===== src/rtl/acq_sequencer_pkg.sv =====
// acq_sequencer_pkg: state encodings and default delay constants for acq_sequencer
package acq_sequencer_pkg;
  typedef enum logic [3:0] {
    IDLE      = 4'd0,
    START_BUF = 4'd1,
    WAIT_BUF  = 4'd2,
    READY     = 4'd3,
    WAIT_HOST = 4'd4,
    SPI_START = 4'd5,
    SPI_RUN   = 4'd6,
    STOP      = 4'd7,
    ERROR     = 4'd8
  } state_t;
  localparam int DEF_READY_CYCLES   = 30;
  localparam int DEF_STOP_DELAY     = 16;
  localparam int DEF_TIMEOUT_CYCLES = 65535;
endpackage


===== src/rtl/acq_sequencer_delay_cnt.sv =====
// acq_delay_cnt: loadable down-counter with zero flag, shared by ready/stop/timeout phases
module acq_delay_cnt #(
  parameter int CNT_W = 16
) (
  input  logic             clk,
  input  logic             rst_n,
  input  logic             load,
  input  logic [CNT_W-1:0] load_val,
  output logic [CNT_W-1:0] cnt,
  output logic             zero
);
  // load has priority; otherwise count down and park at zero
  always_ff @(posedge clk or negedge rst_n)
    if (!rst_n) cnt <= '0;
    else if (load) cnt <= load_val;
    else if (cnt != '0) cnt <= cnt - CNT_W'(1);
  assign zero = cnt == '0;
endmodule


===== src/rtl/acq_sequencer.sv =====
// acq_sequencer: round-robin buffer fill / host handshake / SPI transfer sequencer
module acq_sequencer
  import acq_sequencer_pkg::*;
#(
  parameter int N_CH           = 4,
  parameter int CH_W           = 2,
  parameter int READY_CYCLES   = DEF_READY_CYCLES,
  parameter int STOP_DELAY     = DEF_STOP_DELAY,
  parameter int TIMEOUT_CYCLES = DEF_TIMEOUT_CYCLES,
  parameter int CNT_W          = 16
) (
  input  logic            CLK,
  input  logic            RESET_N,
  input  logic            ENABLE,
  input  logic            CONTINUOUS,
  input  logic            ABORT,
  output logic [N_CH-1:0] START_BUFER,
  input  logic [N_CH-1:0] STOP_BUFER,
  output logic            READY_TRANS,
  input  logic            START_TRANSLATION,
  output logic            START_SPI_TRANS,
  input  logic            STOP_SPI_TRANS,
  output logic            SWITCH,
  output logic            STOP_TRANSLATION,
  output logic [CH_W-1:0] CH_SEL,
  output logic            TIMEOUT_ERR,
  output logic [3:0]      STATE
);
  localparam logic [CNT_W-1:0] LD_TO   = CNT_W'(TIMEOUT_CYCLES);
  localparam logic [CNT_W-1:0] LD_RDY  = CNT_W'(READY_CYCLES - 1);
  localparam logic [CNT_W-1:0] LD_STOP = CNT_W'(STOP_DELAY - 1);
  localparam bit TO_EN = TIMEOUT_CYCLES != 0;
  state_t state;
  logic armed, abort, buf_hit, last_ch, expire, timeout, cnt_load, zero;
  logic [N_CH-1:0] sel_oh;
  logic [CNT_W-1:0] cnt, cnt_val;
  assign STATE = state;
  assign sel_oh = N_CH'(1) << CH_SEL;
  assign buf_hit = |(STOP_BUFER & sel_oh);
  assign last_ch = CH_SEL == CH_W'(N_CH - 1);
  assign abort = ABORT && state != IDLE && state != ERROR;
  // counter was loaded with TIMEOUT_CYCLES on entry, so the last allowed cycle sees 1
  assign expire = TO_EN && cnt <= CNT_W'(1);
  // the awaited event beats expiry in the same cycle
  assign timeout = expire && (state == WAIT_BUF ? !buf_hit :
                              state == WAIT_HOST ? !START_TRANSLATION :
                              state == SPI_RUN && !STOP_SPI_TRANS);
  assign cnt_load = abort || state == START_BUF || state == SPI_START || (state == READY && zero) ||
                    (state == WAIT_BUF && buf_hit) || (state == SPI_RUN && STOP_SPI_TRANS);
  assign cnt_val = abort ? '0 : state == WAIT_BUF ? LD_RDY : state == SPI_RUN ? LD_STOP : LD_TO;
  acq_delay_cnt #(.CNT_W(CNT_W)) u_cnt (
    .clk(CLK), .rst_n(RESET_N), .load(cnt_load), .load_val(cnt_val), .cnt(cnt), .zero(zero)
  );
  // sequencer FSM with registered outputs; abort, then timeout, then per-state transitions
  always_ff @(posedge CLK or negedge RESET_N)
    if (!RESET_N) begin
      state <= IDLE;
      CH_SEL <= '0;
      SWITCH <= 1'b1;
      TIMEOUT_ERR <= 1'b0;
      START_BUFER <= '0;
      READY_TRANS <= 1'b0;
      START_SPI_TRANS <= 1'b0;
      STOP_TRANSLATION <= 1'b0;
      armed <= 1'b1;
    end else if (abort) begin
      state <= IDLE;
      SWITCH <= 1'b1;
      START_BUFER <= '0;
      READY_TRANS <= 1'b0;
      START_SPI_TRANS <= 1'b0;
      STOP_TRANSLATION <= 1'b0;
    end else if (timeout) begin
      state <= ERROR;
      TIMEOUT_ERR <= 1'b1;
      SWITCH <= 1'b1;
      READY_TRANS <= 1'b0;
      STOP_TRANSLATION <= 1'b0;
    end else
      case (state)
        IDLE: begin
          if (!ENABLE) armed <= 1'b1;
          if (ENABLE && armed) begin
            state <= START_BUF;
            START_BUFER <= sel_oh;
          end
        end
        START_BUF: begin
          state <= WAIT_BUF;
          START_BUFER <= '0;
        end
        WAIT_BUF: if (buf_hit) begin
          state <= READY;
          READY_TRANS <= 1'b1;
        end
        READY: if (zero) begin
          state <= WAIT_HOST;
          READY_TRANS <= 1'b0;
        end
        WAIT_HOST: if (START_TRANSLATION) begin
          state <= SPI_START;
          START_SPI_TRANS <= 1'b1;
          SWITCH <= 1'b0;
        end
        SPI_START: begin
          state <= SPI_RUN;
          START_SPI_TRANS <= 1'b0;
        end
        SPI_RUN: if (STOP_SPI_TRANS) begin
          state <= STOP;
          SWITCH <= 1'b1;
          STOP_TRANSLATION <= 1'b1;
        end
        STOP: if (zero) begin
          state <= IDLE;
          STOP_TRANSLATION <= 1'b0;
          CH_SEL <= last_ch ? '0 : CH_SEL + CH_W'(1);
          if (last_ch && !CONTINUOUS) armed <= 1'b0;
        end
        ERROR: if (!ENABLE) begin
          state <= IDLE;
          TIMEOUT_ERR <= 1'b0;
        end
        default: state <= IDLE;
      endcase
endmodule

===== config.mk =====
export PLATFORM = sky130hd
export DESIGN_NAME = acq_sequencer
export DESIGN_NICKNAME = d
export VERILOG_FILES = /design/src/rtl/acq_sequencer_pkg.sv /design/src/rtl/acq_sequencer_delay_cnt.sv /design/src/rtl/acq_sequencer.sv
export SDC_FILE = /design/constraint.sdc
export NUM_CORES = 1
export LEC_CHECK = 0
export BUFFER_PORTS_ARGS = -buffer_cell sky130_fd_sc_hd__buf_2
export CAP_MARGIN = 20
export CORE_MARGIN = 5
export CORE_UTILIZATION = 61
export DETAILED_ROUTE_END_ITERATION = 6
export PLACE_DENSITY = 0.84
export SYNTH_ARGS = -nofsm -noshare
export SYNTH_HDL_FRONTEND = slang
export SYNTH_SLANG_ARGS = --single-unit

===== constraint.sdc =====
create_clock -name CLK -period 6.1 [get_ports CLK]
set_clock_uncertainty 0.1 [all_clocks]
set_input_delay 0 -clock CLK [delete_from_list [all_inputs] [get_ports CLK]]
set_output_delay 0 -clock CLK [all_outputs]
set_load 0.01 [all_outputs]

## After elaboration in Yosys (flattened, before gate mapping)

Cells that the tools add are included.

| storage, ports and cells | value |
|---|---|
| bits in registers | 32 |
| bits in latches | 0 |
| RAM bits | 0 |
| ROM bits | 0 |
| bits of input ports | 11 |
| output and inout bits | 15 |
| word-level logic and storage cells | 127 |
| memories kept | 0 |

| operators by class | value |
|---|---|
| add/sub/neg operators | 2 |
| multiply operators | 0 |
| div/mod/pow operators | 0 |
| magnitude comparators | 1 |
| equal/unequal tests | 24 |
| shift operators | 1 |
| muxes and demuxes | 46 |
| bitwise logic cells | 3 |
| reduce and logical (&&, ||, !) cells | 40 |

Operators by type and width:

| operator | number |
|---|---|
| $mux W16 | 5 |
| $mux W4 | 12 |
| $pmux W4 S9 | 1 |
| $ne A4 B4 Y1 const B | 8 |
| $mux W1 | 21 |
| $reduce_and A3 Y1 | 6 |
| $eq A4 B3 Y1 const B | 4 |
| $le A16 B1 Y1 const B | 1 |
| $logic_not A16 Y1 | 1 |
| $reduce_bool A16 Y1 | 1 |
| $reduce_bool A4 Y1 | 4 |
| $sub A16 B1 Y16 const B | 1 |
| $pmux W1 S2 | 5 |
| $logic_and A1 B1 Y1 | 9 |
| $eq A4 B2 Y1 const B | 2 |
| $ne A2 B2 Y1 const B | 4 |
| $pmux W4 S2 | 1 |
| $reduce_and A7 Y1 | 1 |
| $ne A3 B3 Y1 const B | 2 |
| $reduce_and A6 Y1 | 1 |
| $reduce_bool A2 Y1 | 3 |
| $reduce_bool A3 Y1 | 2 |
| $logic_or A1 B1 Y1 | 5 |
| $and A4 B4 Y4 | 1 |
| 12 further kinds | 16 |

## Logic depth before layout (Yosys ltp)

Gate-level depths: netlist of run 1.

| depth | value |
|---|---|
| depth in word-level cells | 9 |
| mapped depth | 9 |
| gate-level depth less buffers | 7 |

## Hierarchy

From an unflattened synthesis of run 1, not the netlist that was laid out.

| second synthesis, totals | value |
|---|---|
| cell total of the unflattened synthesis | 227 |
| area total of the unflattened synthesis | 2073.2 um2 |

By module, submodules not included:

| module | instances | cells each | area an instance (um2) | sequential area each (um2) |
|---|---|---|---|---|
| acq_sequencer | 1 | 123 | 1067.3 | 402.9 |
| acq_delay_cnt | 1 | 104 | 1006.0 | 400.4 |

## Least setup slack after synthesis of run 1

No wires, ideal clock.

| path | value |
|---|---|
| kind | reg2reg |
| start | register u_cnt.cnt[4] |
| end | register state[2] (netlist: STATE[2]) |
| library setup time | 0.128 ns |
| arrival time | 2.170 ns |
| required time | 5.872 ns |
| path slack | 3.703 ns |
| cell stages (with the launch flop) | 6 |
| buffers on the path | 0 |
| period minus slack after synthesis | 2.397 ns |
| cells stage by stage | dfrtp_1 > or4_4 > or4_4 > or4_4 > nand2_4 > o22ai_1 |

| on the way | value |
|---|---|
| cells in the longest elaborated chain, start to end | 4 |
| elaborated cells between the ends (all ways) | 13 |
| those cells by class | 1 x order compare; 7 x eq/ne; 2 x mux; 3 x reduce/logical |

RTL lines:

| element | line | text |
|---|---|---|
| start, declared | acq_sequencer_delay_cnt.sv:9 | `output logic [CNT_W-1:0] cnt,` |
| start signal, assigned | acq_sequencer_delay_cnt.sv:15 | `else if (load) cnt <= load_val;` |
| start signal, assigned | acq_sequencer_delay_cnt.sv:16 | `else if (cnt != '0) cnt <= cnt - CNT_W'(1);` |
| $le A16 B1 Y1 | acq_sequencer.sv:43 | `assign expire = TO_EN && cnt <= CNT_W'(1);` |
| $logic_and A1 B1 Y1 | acq_sequencer.sv:45 | `assign timeout = expire && (state == WAIT_BUF ? !buf_hit :` |
| $ne A4 B4 Y1 (no source line) / $mux W4 (equally long branches) | -- |  |
| $reduce_and A7 Y1 (no source line) / $mux W4 (equally long branches) | -- |  |
| end signal, assigned | acq_sequencer.sv:57 | `state <= IDLE;` |
| end signal, assigned | acq_sequencer.sv:67 | `state <= IDLE;` |
| end signal, assigned | acq_sequencer.sv:74 | `state <= ERROR;` |
| end, declared | acq_sequencer.sv:33 | `state_t state;` |

Several ways; a longest one is shown, not always the timed one.
A chain may end at the register's enable or synchronous reset.

## Final worst setup path of run 1

| path | value |
|---|---|
| start | register u_cnt.cnt[4] |
| end | register armed |

| on the way | value |
|---|---|
| cells in the longest elaborated chain, start to end | 4 |
| elaborated cells between the ends (all ways) | 6 |
| those cells by class | 1 x order compare; 1 x eq/ne; 1 x bitwise; 3 x reduce/logical |

RTL lines:

| element | line | text |
|---|---|---|
| $le A16 B1 Y1 | acq_sequencer.sv:43 |  |
| $logic_and A1 B1 Y1 | acq_sequencer.sv:45 |  |
| $not A1 Y1 (no source line) | -- |  |
| $reduce_and A6 Y1 (no source line) (*) | -- |  |
| end signal, assigned | acq_sequencer.sv:65 | `armed <= 1'b1;` |
| end signal, assigned | acq_sequencer.sv:82 | `if (!ENABLE) armed <= 1'b1;` |
| end signal, assigned | acq_sequencer.sv:118 | `if (last_ch && !CONTINUOUS) armed <= 1'b0;` |
| end, declared | acq_sequencer.sv:34 | `logic armed, abort, buf_hit, last_ch, expire, timeout, cnt_load, zero;` |

Mark *: on every way between the ends. The rest lies on a longest branch, timed or not.

==> summary by stage, run 1 <==
Floorplanning
The starting density of the core is 64.0%. The die width is approximately 67 µm. The site row count is 20. The die covers ~0.0044 mm². The core area is around 0.003 mm². The floorplan step set the die height to 66.6 µm. The number of top-level pins is 26.

STA
The number of max-slew violations in the final report is 0. Setup violations remaining at the end of the flow were counted as 0. Once routing completed, OpenROAD measured the worst setup slack at roughly 2.7 ns. For this run, the top clock speed supported by timing is between 200 and 300 MHz.

The minimum clock period after layout is around 3.4 ns. The number of hold violations in the final report is 0. The actual transition at the worst max-transition pin is 1.04 ns. Setup repair after global routing left no endpoint under its margin. The summed negative setup slack over all endpoints is 0 ns.

In the finished design, the share of the clock period the worst path needs comes to 56.0%. The worst pin sits at a relative slew slack of between 30% and 40%.

Finish
The total number of nets in the final design is approximately 260. The repair_antennas step left the layout with diodes totalling 0. The share of final-layout standard cells stronger than drive strength 1 is around 18%. The final-layout fill cell count is ~240. The post-layout instance count excluding filler cells is roughly 290. The register area is 803 µm². Summing all multi-input logic gate instances after layout gives around 0.0011 mm². The final standard cell utilization of the core is between 70 and 80%. The area growth from synthesis to layout is 12.7%.

Synthesis
The most common cell in the netlist is dfrtp_1. The share of the yosys chip area belonging to registers is roughly 41%. The synthesized design contains 32 register bits.

The total number of yosys warnings is 0. The netlist area before placement is 0.00195 mm². The distinct cell type count of the synthesized netlist is 49. In the post-synthesis netlist, the biggest area contributors are dfrtp_1, a21oi_1, ha_1.

By count the netlist is led by dfrtp_1, a21oi_1, o21ai_0. The number of nets in the synthesized netlist is between 200 and 250. The cell count after synthesis is 215. The prevailing post-synth register cell is dfrtp_1. Of all flip-flops after synthesis, the portion carrying an async set or reset was 100%. The number of flops mapped to enable cells by yosys is 0. The mean cell area of the mapped netlist is 9.08 µm².

The proportion of netlist area held by the largest area contributor is between 30 and 40%. The dominant cell type by area after synthesis is dfrtp_1.

Clock tree
The total setup buffers inserted after CTS is 0. The TritonCTS clock tree is built. The total number of H-tree levels is 2. The count of hold buffers inserted by post-cts repair is 6.

The maximum buffer depth of the clock tree is 2. After clock tree synthesis, the clock-pin slew on the worst setup and hold paths is 0.11 ns. The count of clock tree sinks is 32. Buffers inserted during clock tree synthesis total 5. The clock tree root driver cell is clkbuf_4. The number of gates resized after CTS was 0. Clock latency on the worst-skew pair, taken at its later pin, is approximately 0.34 ns.

Drt
The number of routed nets with antenna violations is 0. Dividing the detail-routed via count by the number of cells gives ~5.9. The total routed wirelength is 4.31 mm. The first-iteration detailed-routing DRC count is 117. Dividing the detail-routed wire length by the instance count gives between 10 and 15 µm. The routed via count is between 1500 and 2000. For this run, the detailed router's first-pass iteration total came to 4. The post-route DRC violation count is 0.

Worst setup path
In this run the worst path has a maximum fanout of 13. The worst setup path is of the reg -> reg kind. The startpoint identified for the worst register-to-register timing path is u_cnt.cnt[4]. Traced cell by cell, the critical path runs through nor4_1 > nand4_1 > nor4_1 > nand3b_1 > o2bb2ai_1 > dlygate4sd3_1. The slowest stage of the critical path is the nor4_1 cell. At the worst endpoint, the required time is ~6.3 ns. The worst register-to-register path ends at armed. The number of buffers and inverters on the critical path is 1. Broken down by cell family, the worst path's largest delay share belongs to simple AND/OR/NAND/NOR gates. The most prevalent standard cell on the critical path is nor4_1. STA puts the critical path data arrival time at about 3.6 ns.

For flop-to-flop paths, the worst setup slack is between 2 and 3 ns. The sort of element at the start of the critical path is a flop. The worst setup path is captured at a flop. The maximum cell stage delay along the critical path is a little under 0.9 ns. The depth of the worst register-to-register path is 6.

GRT
In the global route stage, overall resource usage came out at between 20% and 30%. The initial antenna violation count came to 0. The maximum number of pins on one net before global-route repair is 33. The number of global-route vias before repair is roughly 1600.

The total overflow left after global routing is 0. The wire length of the first global-routing pass is between 7 and 8 mm.

Power
The worst-case vdd ir drop is 0.268 mV. The standby leakage power is about 0.9 nW. In this run the power density over the cells is roughly 440 mW/mm².

Placement
After detailed placement, the design holds a cell count of ~270. The count of buffers inserted at the top-level ports is 25. The routability-driven placement congestion ratio is between 0.8 and 0.9. The pre-CTS setup slack is 3.00 ns. The total half-perimeter wirelength after legalization and detailed placement is between 3 and 4 mm.

Hold path
The worst hold-check path type is in -> reg. The worst hold path was traced through 5 stages. The worst hold path terminates at STATE[1].

In this run the most critical hold path is launched from STOP_BUFER[3].

Run status
The flow ran to the end, and the final reports show no timing, DRC or antenna violations.

Job
The number of max-cap violations is 0.
-- power breakdown --
| group | total [W] | switching, W | leakage [nW] | internal, W |
|---|---|---|---|---|
| Combinational | 0.000455 | 0.000261 | 0.493 | 0.000194 |
| Sequential | 0.000399 | 0.000103 | 0.394 | 0.000295 |
| Clock | 0.000113 | 0.0000685 | 0.0293 | 0.0000449 |
| Total | 0.000967 | 0.000433 | 0.916 | 0.000534 |
-- routing by layer --
metal  wire [µm]  GRT usage (%)  vias up
met4          81           8.88        0
met3         252           4.05       10
met2        2030           33.8       56
met5           0              0        -
met1        1950           30.3      802
li1            -              -      836
-- cells in the final DEF, fill, tap and decap left out, types with 2 or more instances in the layout --
| cell | count |
|---|---|
| a211oi_1 | 3 |
| a21oi_1 | 18 |
| a22oi_1 | 2 |
| a31oi_1 | 2 |
| and3b_1 | 2 |
| buf_2 | 25 |
| clkbuf_1 | 2 |
| clkbuf_4 | 5 |
| dfrtp_1 | 30 |
| dfstp_2 | 2 |
| dlygate4sd3_1 | 6 |
| ha_1 | 7 |
| inv_1 | 9 |
| mux2_2 | 2 |
| mux2i_1 | 2 |
| nand2_1 | 14 |
| nand2b_1 | 3 |
| nand3_1 | 11 |
| nand4_1 | 3 |
| nor2_1 | 11 |
| nor2b_1 | 3 |
| nor3_1 | 9 |
| nor4_1 | 7 |
| nor4b_1 | 4 |
| o21ai_0 | 15 |
| o21ai_1 | 2 |
| or3_1 | 3 |
| or4_1 | 2 |
| or4_4 | 3 |
| xnor2_1 | 9 |
| xor2_1 | 8 |
-- layout make-up --
class                   instances  share of cell area, %
clock buffers                   7                   2.05
flip-flops and latches         32                   36.5
multi-input cells             163                   48.4
repair buffers                 32                   8.75
inverters                       9                   1.53
clock inverters                 1                  0.227
well taps                      44                   2.50
-- worst max-delay path by stage --
stage,from,endpoint,cells past startpoint
final,u_cnt.cnt[4],armed,6
after global routing,u_cnt.cnt[4],armed,6
after CTS,u_cnt.cnt[4],armed,6
after detailed placement,STATE[1],u_cnt.cnt[1],5
after global placement,STATE[1],u_cnt.cnt[1],5
after floorplan,u_cnt.cnt[4],STATE[2],5
-- kinds of logic after synthesis --
| logic type | synth area share, % |
|---|---|
| xor gates and xnor gates | 7.62 |
| and+or+nand+nor | 24.5 |
| muxes | 2.18 |
| DFF | 41.1 |
| adders and majority gates | 4.48 |
| AOI/OAI and AO/OA | 15.8 |
| buffers and inverters | 4.29 |
-- per-stage QoR --
step                      hold slack (ns)  instance area [µm²]  power (W)
after floorplan                    -0.396                 1950   0.000732
after global placement            -0.0216                 2080   0.000822
after detailed placement          -0.0101                 2080   0.000841
after CTS                          0.0910                 2190   0.000959
after global routing                0.147                 2200    0.00105
final                               0.103                 2200   0.000967
-- worst reg2reg max path, cell delays in order (launching register included) --
cell	delay (ns)
dfrtp_1	0.44
nor4_1	0.46
nand4_1	0.59
nor4_1	0.87
nand3b_1	0.18
o2bb2ai_1	0.16
dlygate4sd3_1	0.55
-- sequential cells by signal (all words and copies together), names as in the netlist --
name / count
CH_SEL: 2
READY_TRANS: 1
START_BUFER: 4
START_SPI_TRANS: 1
STATE: 4
STOP_TRANSLATION: 1
SWITCH: 1
TIMEOUT_ERR: 1
armed: 1
u_cnt.cnt: 16
(Power assumes the default switching activity.)
==> run 2: changes to the inputs <==
- CORE_UTILIZATION: 61 -> 57
- PLACE_DENSITY: 0.84 -> 0.79
- clock period: 6.1 -> 3.6 ns (I/O delays scaled with it)
==> run 2 against run 1 <==
Sequential power up 71%. Hold slack got worse by 0.018 ns. Combinational power increased by 66%. Sequential share of layout area fell by 0.75 points. Final cell count rose by 1.4%. Design area rose by 2.1%. Die area up 5.9%. First-iteration DRC count increased by 24%. Worst setup slack got worse by 2.3 ns. Routed wire length rose by 0.28%. Register-to-register slack got worse by 2.3 ns. Largest cell class unchanged.
==> summary by stage, run 2 (synthesized netlist as in run 1, its figures left out) <==
STA
Setup repair after global routing left no endpoint under its margin. The worst relative slew slack is 37.8% (+6.8 points). The summed negative setup slack over all endpoints is 0 ns (unchanged). The minimum setup slack in the final design is 0.356 ns (-2.33 ns). The number of hold violations in the final report is 0 (unchanged). The maximum clock rate is 308 MHz (+5.2%).

The final cycle utilization of the critical path is 90.1% (+34 points). The minimum clock period after layout is 3.24 ns (-0.170 ns). The number of max-slew violations in the final report is 0 (unchanged). The setup-violating endpoint count in the final report is 0 (unchanged). The actual transition at the worst max-transition pin came to 0.934 ns (-0.102 ns).

Drt
The post-detailed-route wirelength per cell is 14.8 µm (-1.1%). The total routed wirelength is 4.33 mm (+0.28%). The post-route DRC violation count is 0 (unchanged). The number of routed nets with antenna violations is 0 (unchanged).

The ratio of routed vias to standard cells came to 5.87 (-0.79%). The routed via count came to 1714 (+0.59%). The number of detailed-routing iterations run before antenna repair came to 4 (unchanged). The first-iteration detailed-routing DRC count is 145 (+24%).

Worst setup path
The depth of the worst register-to-register path is 6 (unchanged). The end of the worst register-to-register path is armed. The capturing element type of the critical path is a flop. The critical path starts at u_cnt.cnt[4]. The worst setup slack for register-to-register paths is 0.36 ns (-2.33 ns). The setup path with the least slack is of type reg -> reg. The largest fanout of any net on the critical path is 7 (-6).

The worst setup path is launched from a flop. The start of the worst register-to-register path is u_cnt.cnt[4]. The most critical setup path has its endpoint at armed.

The arrival time of data at the critical path endpoint was 3.41 ns (-0.16 ns). The worst path required time is 3.77 ns (-2.49 ns).

Floorplanning
The site row count was 21 (+5.0%). The die outline area is 0.00470 mm² (+5.9%). The starting density of the core is 58.5% (-5.4 points). The core area is 0.00334 mm² (+9.3%). The vertical extent of the die is 68.5 µm (+2.9%). The number of top-level pins was 26 (unchanged).

The die width came to 68.5 µm (+2.9%).

Clock tree
The clock latency on the worst-skew pair is 0.34 ns (about the same). The register clock-pin slew on the reported worst setup and hold paths is 0.10 ns (about the same). TritonCTS built the clock tree.

The count of hold buffers inserted by post-cts repair is 7 (+1). The number of gates given a new drive strength after cts is 0 (unchanged). The total setup buffers inserted after CTS is 0 (unchanged).

The clock tree root driver cell is clkbuf_4. The count of clock tree sinks is 32 (unchanged). The maximum buffer depth of the clock tree came to 2 (unchanged). The number of buffers created by CTS is 5 (unchanged).

The total number of H-tree levels is 2 (unchanged).

Finish
The register with the most flip-flops is u_cnt.cnt. The area growth from synthesis to layout is 15.1%. The number of flip-flops under the largest register name was 16 (unchanged).

The count of antenna diodes in the layout is 0 (unchanged). The final-layout fill cell count is 298 (+26%). The top cell types in the final layout, fill and taps aside, are dfrtp_1, buf_2, a21oi_1, o21ai_0, nand2_1. The share of final-layout standard cells stronger than drive strength 1 is 18.3% (+0.67 points). The library cell used most frequently in the layout, excluding fill and tap cells, is dfrtp_1.

The final standard cell utilization of the core is 67.3% (-4.7 points). The total number of nets in the final design is 263 (+0.77%).

Power
The standby leakage power was 0.938 nW (+2.4%). The total power density per cell area is 763 mW/mm² (+74%). The worst-case vdd ir drop came to 0.409 mV (+53%).

Placement
The routability-driven placement congestion ratio is 0.832 (-1.7%). The pre-CTS setup slack is 0.781 ns (-2.22 ns). The count of buffers inserted at the top-level ports is 25 (unchanged). The total half-perimeter wirelength after legalization and detailed placement is 3.02 mm (-3.2%).

Hold path
The min-delay analysis places its worst path in the category in -> reg.

GRT
The total global routing track utilization is 22.3% (+0.36 points). The initial antenna violation count is 0 (unchanged). The number of global-route vias before repair came to 1595 (-0.87%). The overflow left after global routing is 0 (unchanged).

The wire length of the first global-routing pass is 7.62 mm (+4.2%). The maximum number of pins on one net before global-route repair is 33 (unchanged).

Run status
The run finished with clean final reports.

Job
The number of max-cap violations came to 0 (unchanged).
-- run 2: changes by cell type in the layout (fill, tap and decap cells not counted), sizes merged --
cell	previous run	this run
buf	26	27
bufinv	0	1
clkbuf	7	6
dlygate4sd3	6	7
-- run 2: per-stage QoR --
| step | hold slack, ns | total power, W | instance area (µm²) | std cells |
|---|---|---|---|---|
| 2_1_floorplan | -0.396 | 0.00124 | 1950 | 215 |
| 5_1_grt | 0.0878 | 0.00188 | 2250 | 292 |
| 6_report | 0.0845 | 0.00171 | 2250 | 292 |
| 3_3_place_gp | -0.0188 | 0.00140 | 2100 | 277 |
| 4_1_cts | 0.0692 | 0.00172 | 2250 | 292 |
| 3_5_place_dp | -0.0109 | 0.00142 | 2100 | 277 |
-- run 2: area by class of cell --
cell class | instances | area [µm²] | share of cell area, %
repair buffers | 34 | 210 | 9.35
clock buffers | 6 | 41.3 | 1.84
inverters | 9 | 33.8 | 1.50
clock inverters | 2 | 35.0 | 1.56
well taps | 46 | 57.6 | 2.56
flip-flops and latches | 32 | 803 | 35.7
multi-input cells | 163 | 1070 | 47.4
-- run 2: metal layers --
layer,GRT usage [%],up-vias,wire [µm],part of all wire [%]
li1,-,834,-,-
met4,9.18,0,68,1.6
met5,0,-,0,0
met3,6.32,8,244,5.6
met1,31.4,818,2000,46
met2,32.1,54,2010,46
-- run 2: worst min-delay path by stage --
stage / from / to / cells past startpoint
finish: STOP_BUFER[3] / STATE[1] / 5
global route: STOP_BUFER[3] / STATE[1] / 5
CTS: STOP_BUFER[3] / STATE[1] / 5
detailed placement: RESET_N / STATE[0] / 1
global placement: RESET_N / STATE[0] / 1
floorplan: RESET_N / CH_SEL[0] / 0
-- run 2: power breakdown --
group | switching, W | internal, W | leakage (nW) | total (W)
clock | 0.000127 | 0.000145 | 0.0422 | 0.000272
sequential | 0.000184 | 0.000500 | 0.394 | 0.000684
combinational | 0.000420 | 0.000337 | 0.502 | 0.000757
-- run 2: critical path, stage by stage (launching register included) --
cell and delay, ns:
dfrtp_1 0.44, nor4_1 0.51, nand4_1 0.46, nor4_1 0.79
nand3b_1 0.16, o2bb2ai_1 0.16, dlygate4sd3_1 0.55
==> run 3: changes to the inputs <==
==> constraint.sdc (replaced) <==
create_clock -name CLK -period 3.6 [get_ports CLK]
set_clock_uncertainty 0.1 [all_clocks]
set_input_delay 0.36 -clock CLK [delete_from_list [all_inputs] [get_ports CLK]]
set_output_delay 0.36 -clock CLK [all_outputs]
set_load 0.01 [all_outputs]
==> run 3 against run 2 <==
Highest routed layer unchanged. Hold slack improved by 0.065 ns. Final cell count decreased by 2.1%. Critical path type unchanged. Global-route usage decreased by 0.69 points. Worst setup slack improved by 0.37 ns. Die area unchanged. Via count decreased by 0.29%.
==> summary by stage, run 3 (synthesized netlist as in run 1, its figures left out) <==
GRT
The initial antenna violation count is 0 (unchanged). The maximum number of pins on one net before global-route repair is 33 (unchanged). The overflow left after global routing is 0 (unchanged). The wire length of the first global-routing pass came to 7.38 mm (-3.2%). The number of global-route vias before repair was 1553 (-2.6%). The total global routing track utilization came to 21.6% (-0.69 points).

Finish
The share of final-layout standard cells stronger than drive strength 1 is 18.8% (+0.46 points). The number of flip-flops under the largest register name came to 16 (unchanged). The area growth from synthesis to layout is 12.0%. The library cells used most frequently in the layout, excluding fill and tap cells, are dfrtp_1, buf_2, a21oi_1, o21ai_0, nand2_1. Ranked by flip-flop count, first place goes to u_cnt.cnt.

The total number of nets in the final design is 257 (-2.3%). Leaving out fill and tap cells, the most frequent cell in the layout is dfrtp_1. The total non-filler cell area in the finished layout is 0.00219 mm² (-2.7%). The count of antenna diodes in the layout is 0 (unchanged).

Worst setup path
The largest fanout of any net on the critical path is 22 (+15). The master of the slowest instance on the critical path is dfrtp_1. The depth of the worst register-to-register path is 5 (-1). Traced cell by cell, the critical path runs through nor4b_1 > a21bo_2 > and3_1 > a32oi_1 > a21oi_1.

The sort of element at the start of the critical path is a flop. The worst path required time was 3.69 ns (-0.08 ns). The capturing element type of the critical path is a flop. By startpoint and endpoint, the worst setup path is classified as reg -> reg. The worst setup slack for register-to-register paths came to 0.72 ns (+0.37 ns). The maximum cell stage delay along the critical path is 0.75 ns (-0.04 ns). The arrival time of data at the critical path endpoint is 2.97 ns (-0.44 ns).

STA
The number of hold violations in the final report is 0 (unchanged). The maximum clock rate is 348 MHz (+13%). The final cycle utilization of the critical path is 79.9% (-10 points). The number of max-slew violations in the final report came to 0 (unchanged). The setup-violating endpoint count in the final report came to 0 (unchanged). The minimum setup slack in the final design was 0.724 ns (+0.368 ns). The worst relative slew slack was 36.8% (-1.0 points). The minimum clock period after layout came to 2.88 ns (-0.368 ns). Setup repair after global routing left no endpoint under its margin. The final hold slack was 0.150 ns (+0.0652 ns). The actual transition at the worst max-transition pin came to 0.949 ns (+0.0151 ns). The summed negative setup slack over all endpoints is 0 ns (unchanged).

Drt
The number of routed nets with antenna violations is 0 (unchanged). The ratio of routed vias to standard cells is 5.98 (+1.8%). The routed via count is 1709 (-0.29%).

The post-detailed-route wirelength per cell is 14.8 µm (-0.19%). The total routed wirelength is 4.23 mm (-2.2%). The post-route DRC violation count was 0 (unchanged). The first-iteration detailed-routing DRC count came to 128 (-12%). The number of detailed-routing iterations run before antenna repair is 4 (unchanged).

Floorplanning
The vertical extent of the die is 68.5 µm (unchanged). The core area was 0.00334 mm² (unchanged). The site row count is 21 (unchanged).

The number of top-level pins was 26 (unchanged). The starting density of the core came to 58.5% (unchanged). The die outline area is 0.00470 mm² (unchanged). The die width is 68.5 µm (unchanged).

Clock tree
The clock latency on the worst-skew pair is 0.34 ns (about the same). The register clock-pin slew on the reported worst setup and hold paths is 0.10 ns (about the same). The number of buffers created by CTS is 5 (unchanged). The total number of H-tree levels is 2 (unchanged). The count of clock tree sinks is 32 (unchanged). The TritonCTS clock tree is built.

The clock tree root driver cell is clkbuf_4. The maximum buffer depth of the clock tree is 2 (unchanged). The number of gates given a new drive strength after cts came to 0 (unchanged).

Power
The fraction of power consumed by combinational cells came to 43.8% (-0.4 points). The worst-case vdd ir drop is 0.401 mV (-2.1%). The total power density per cell area came to 776 mW/mm² (+1.7%).

The proportion of total power due to net switching is 42.8% (+0.14 points). The internal power is 0.000970 W (-1.2%). The share of total power in the clock network is 16.0% (about the same).

The net switching component of the power is 0.000727 W (-0.69%). The standby leakage power is 0.915 nW (-2.4%). The power consumption is 0.00170 W (-1.0%). The sequential fraction of design power is 40.2% (+0.3 points).

Job
The number of max-cap violations is 0 (unchanged).

Placement
The pre-CTS setup slack is 0.781 ns (unchanged). The area after detailed placement is 0.00210 mm² (unchanged). The total half-perimeter wirelength after legalization and detailed placement is 3.02 mm (unchanged).

The count of buffers inserted at the top-level ports is 25 (unchanged). The routability-driven placement congestion ratio is 0.832 (unchanged).

Run status
The run finished with clean final reports.

Hold path
The worst hold-check path type is in -> reg. The count of cells along the worst hold path is 2 (-3).
## run 3: cell type report
class | count | area, µm²
Clock inverter | 2 | 35.0
Multi-Input combinational cell | 163 | 1070
Timing Repair Buffer | 28 | 150
Tap cell | 46 | 57.6
Sequential cell | 32 | 803
Clock buffer | 6 | 41.3
Inverter | 9 | 33.8
Fill cell | 306 | 1150
## run 3: final timing paths
| path | startpoint | endpoint |
|---|---|---|
| worst max-delay path | STATE[1] | u_cnt.cnt[6] |
| worst min-delay path | ENABLE | armed |
| worst max register to register | STATE[1] | u_cnt.cnt[6] |
| worst min register to register | armed | armed |
| max in group asynchronous | RESET_N | CH_SEL[0] |
| min in group asynchronous | RESET_N | STATE[3] |
## run 3: power by group through the flow
stage	Sequential [W]	Combinational (W)	Clock [W]
6_report	0.000683	0.000743	0.000271
5_1_grt	0.000707	0.000856	0.000303
4_1_cts	0.000679	0.000746	0.000279
3_5_place_dp	0.000686	0.000737	0
3_3_place_gp	0.000680	0.000725	0
2_1_floorplan	0.000632	0.000608	0
## run 3: critical path, delay by kind of cell, from the launching register on
kind,cells,cell delay (ns)
flops,1,0.75
compound gates,3,1.09
simple gates,2,0.79
## run 3: per-stage QoR
step | std cells | util [%]
6_report | 286 | 65.5
5_1_grt | 286 | 65.5
4_1_cts | 286 | 65.5
3_5_place_dp | 277 | 63.0
3_3_place_gp | 277 | 63.0
2_1_floorplan | 215 | -
## run 3: metal layers
metal	global-route usage [%]	part of all wire, %	up-vias
met5	0	0	-
met4	9.43	1.8	0
met3	6.00	5.9	11
met2	30.0	44	55
met1	31.2	48	815
li1	-	-	828
## run 3: repair_timing
| action | in CTS | in global routing |
|---|---|---|
| hold buffers | 1 | 0 |
| buffers inserted | 0 | 0 |
| hold endpoints to repair | 30 | 0 |
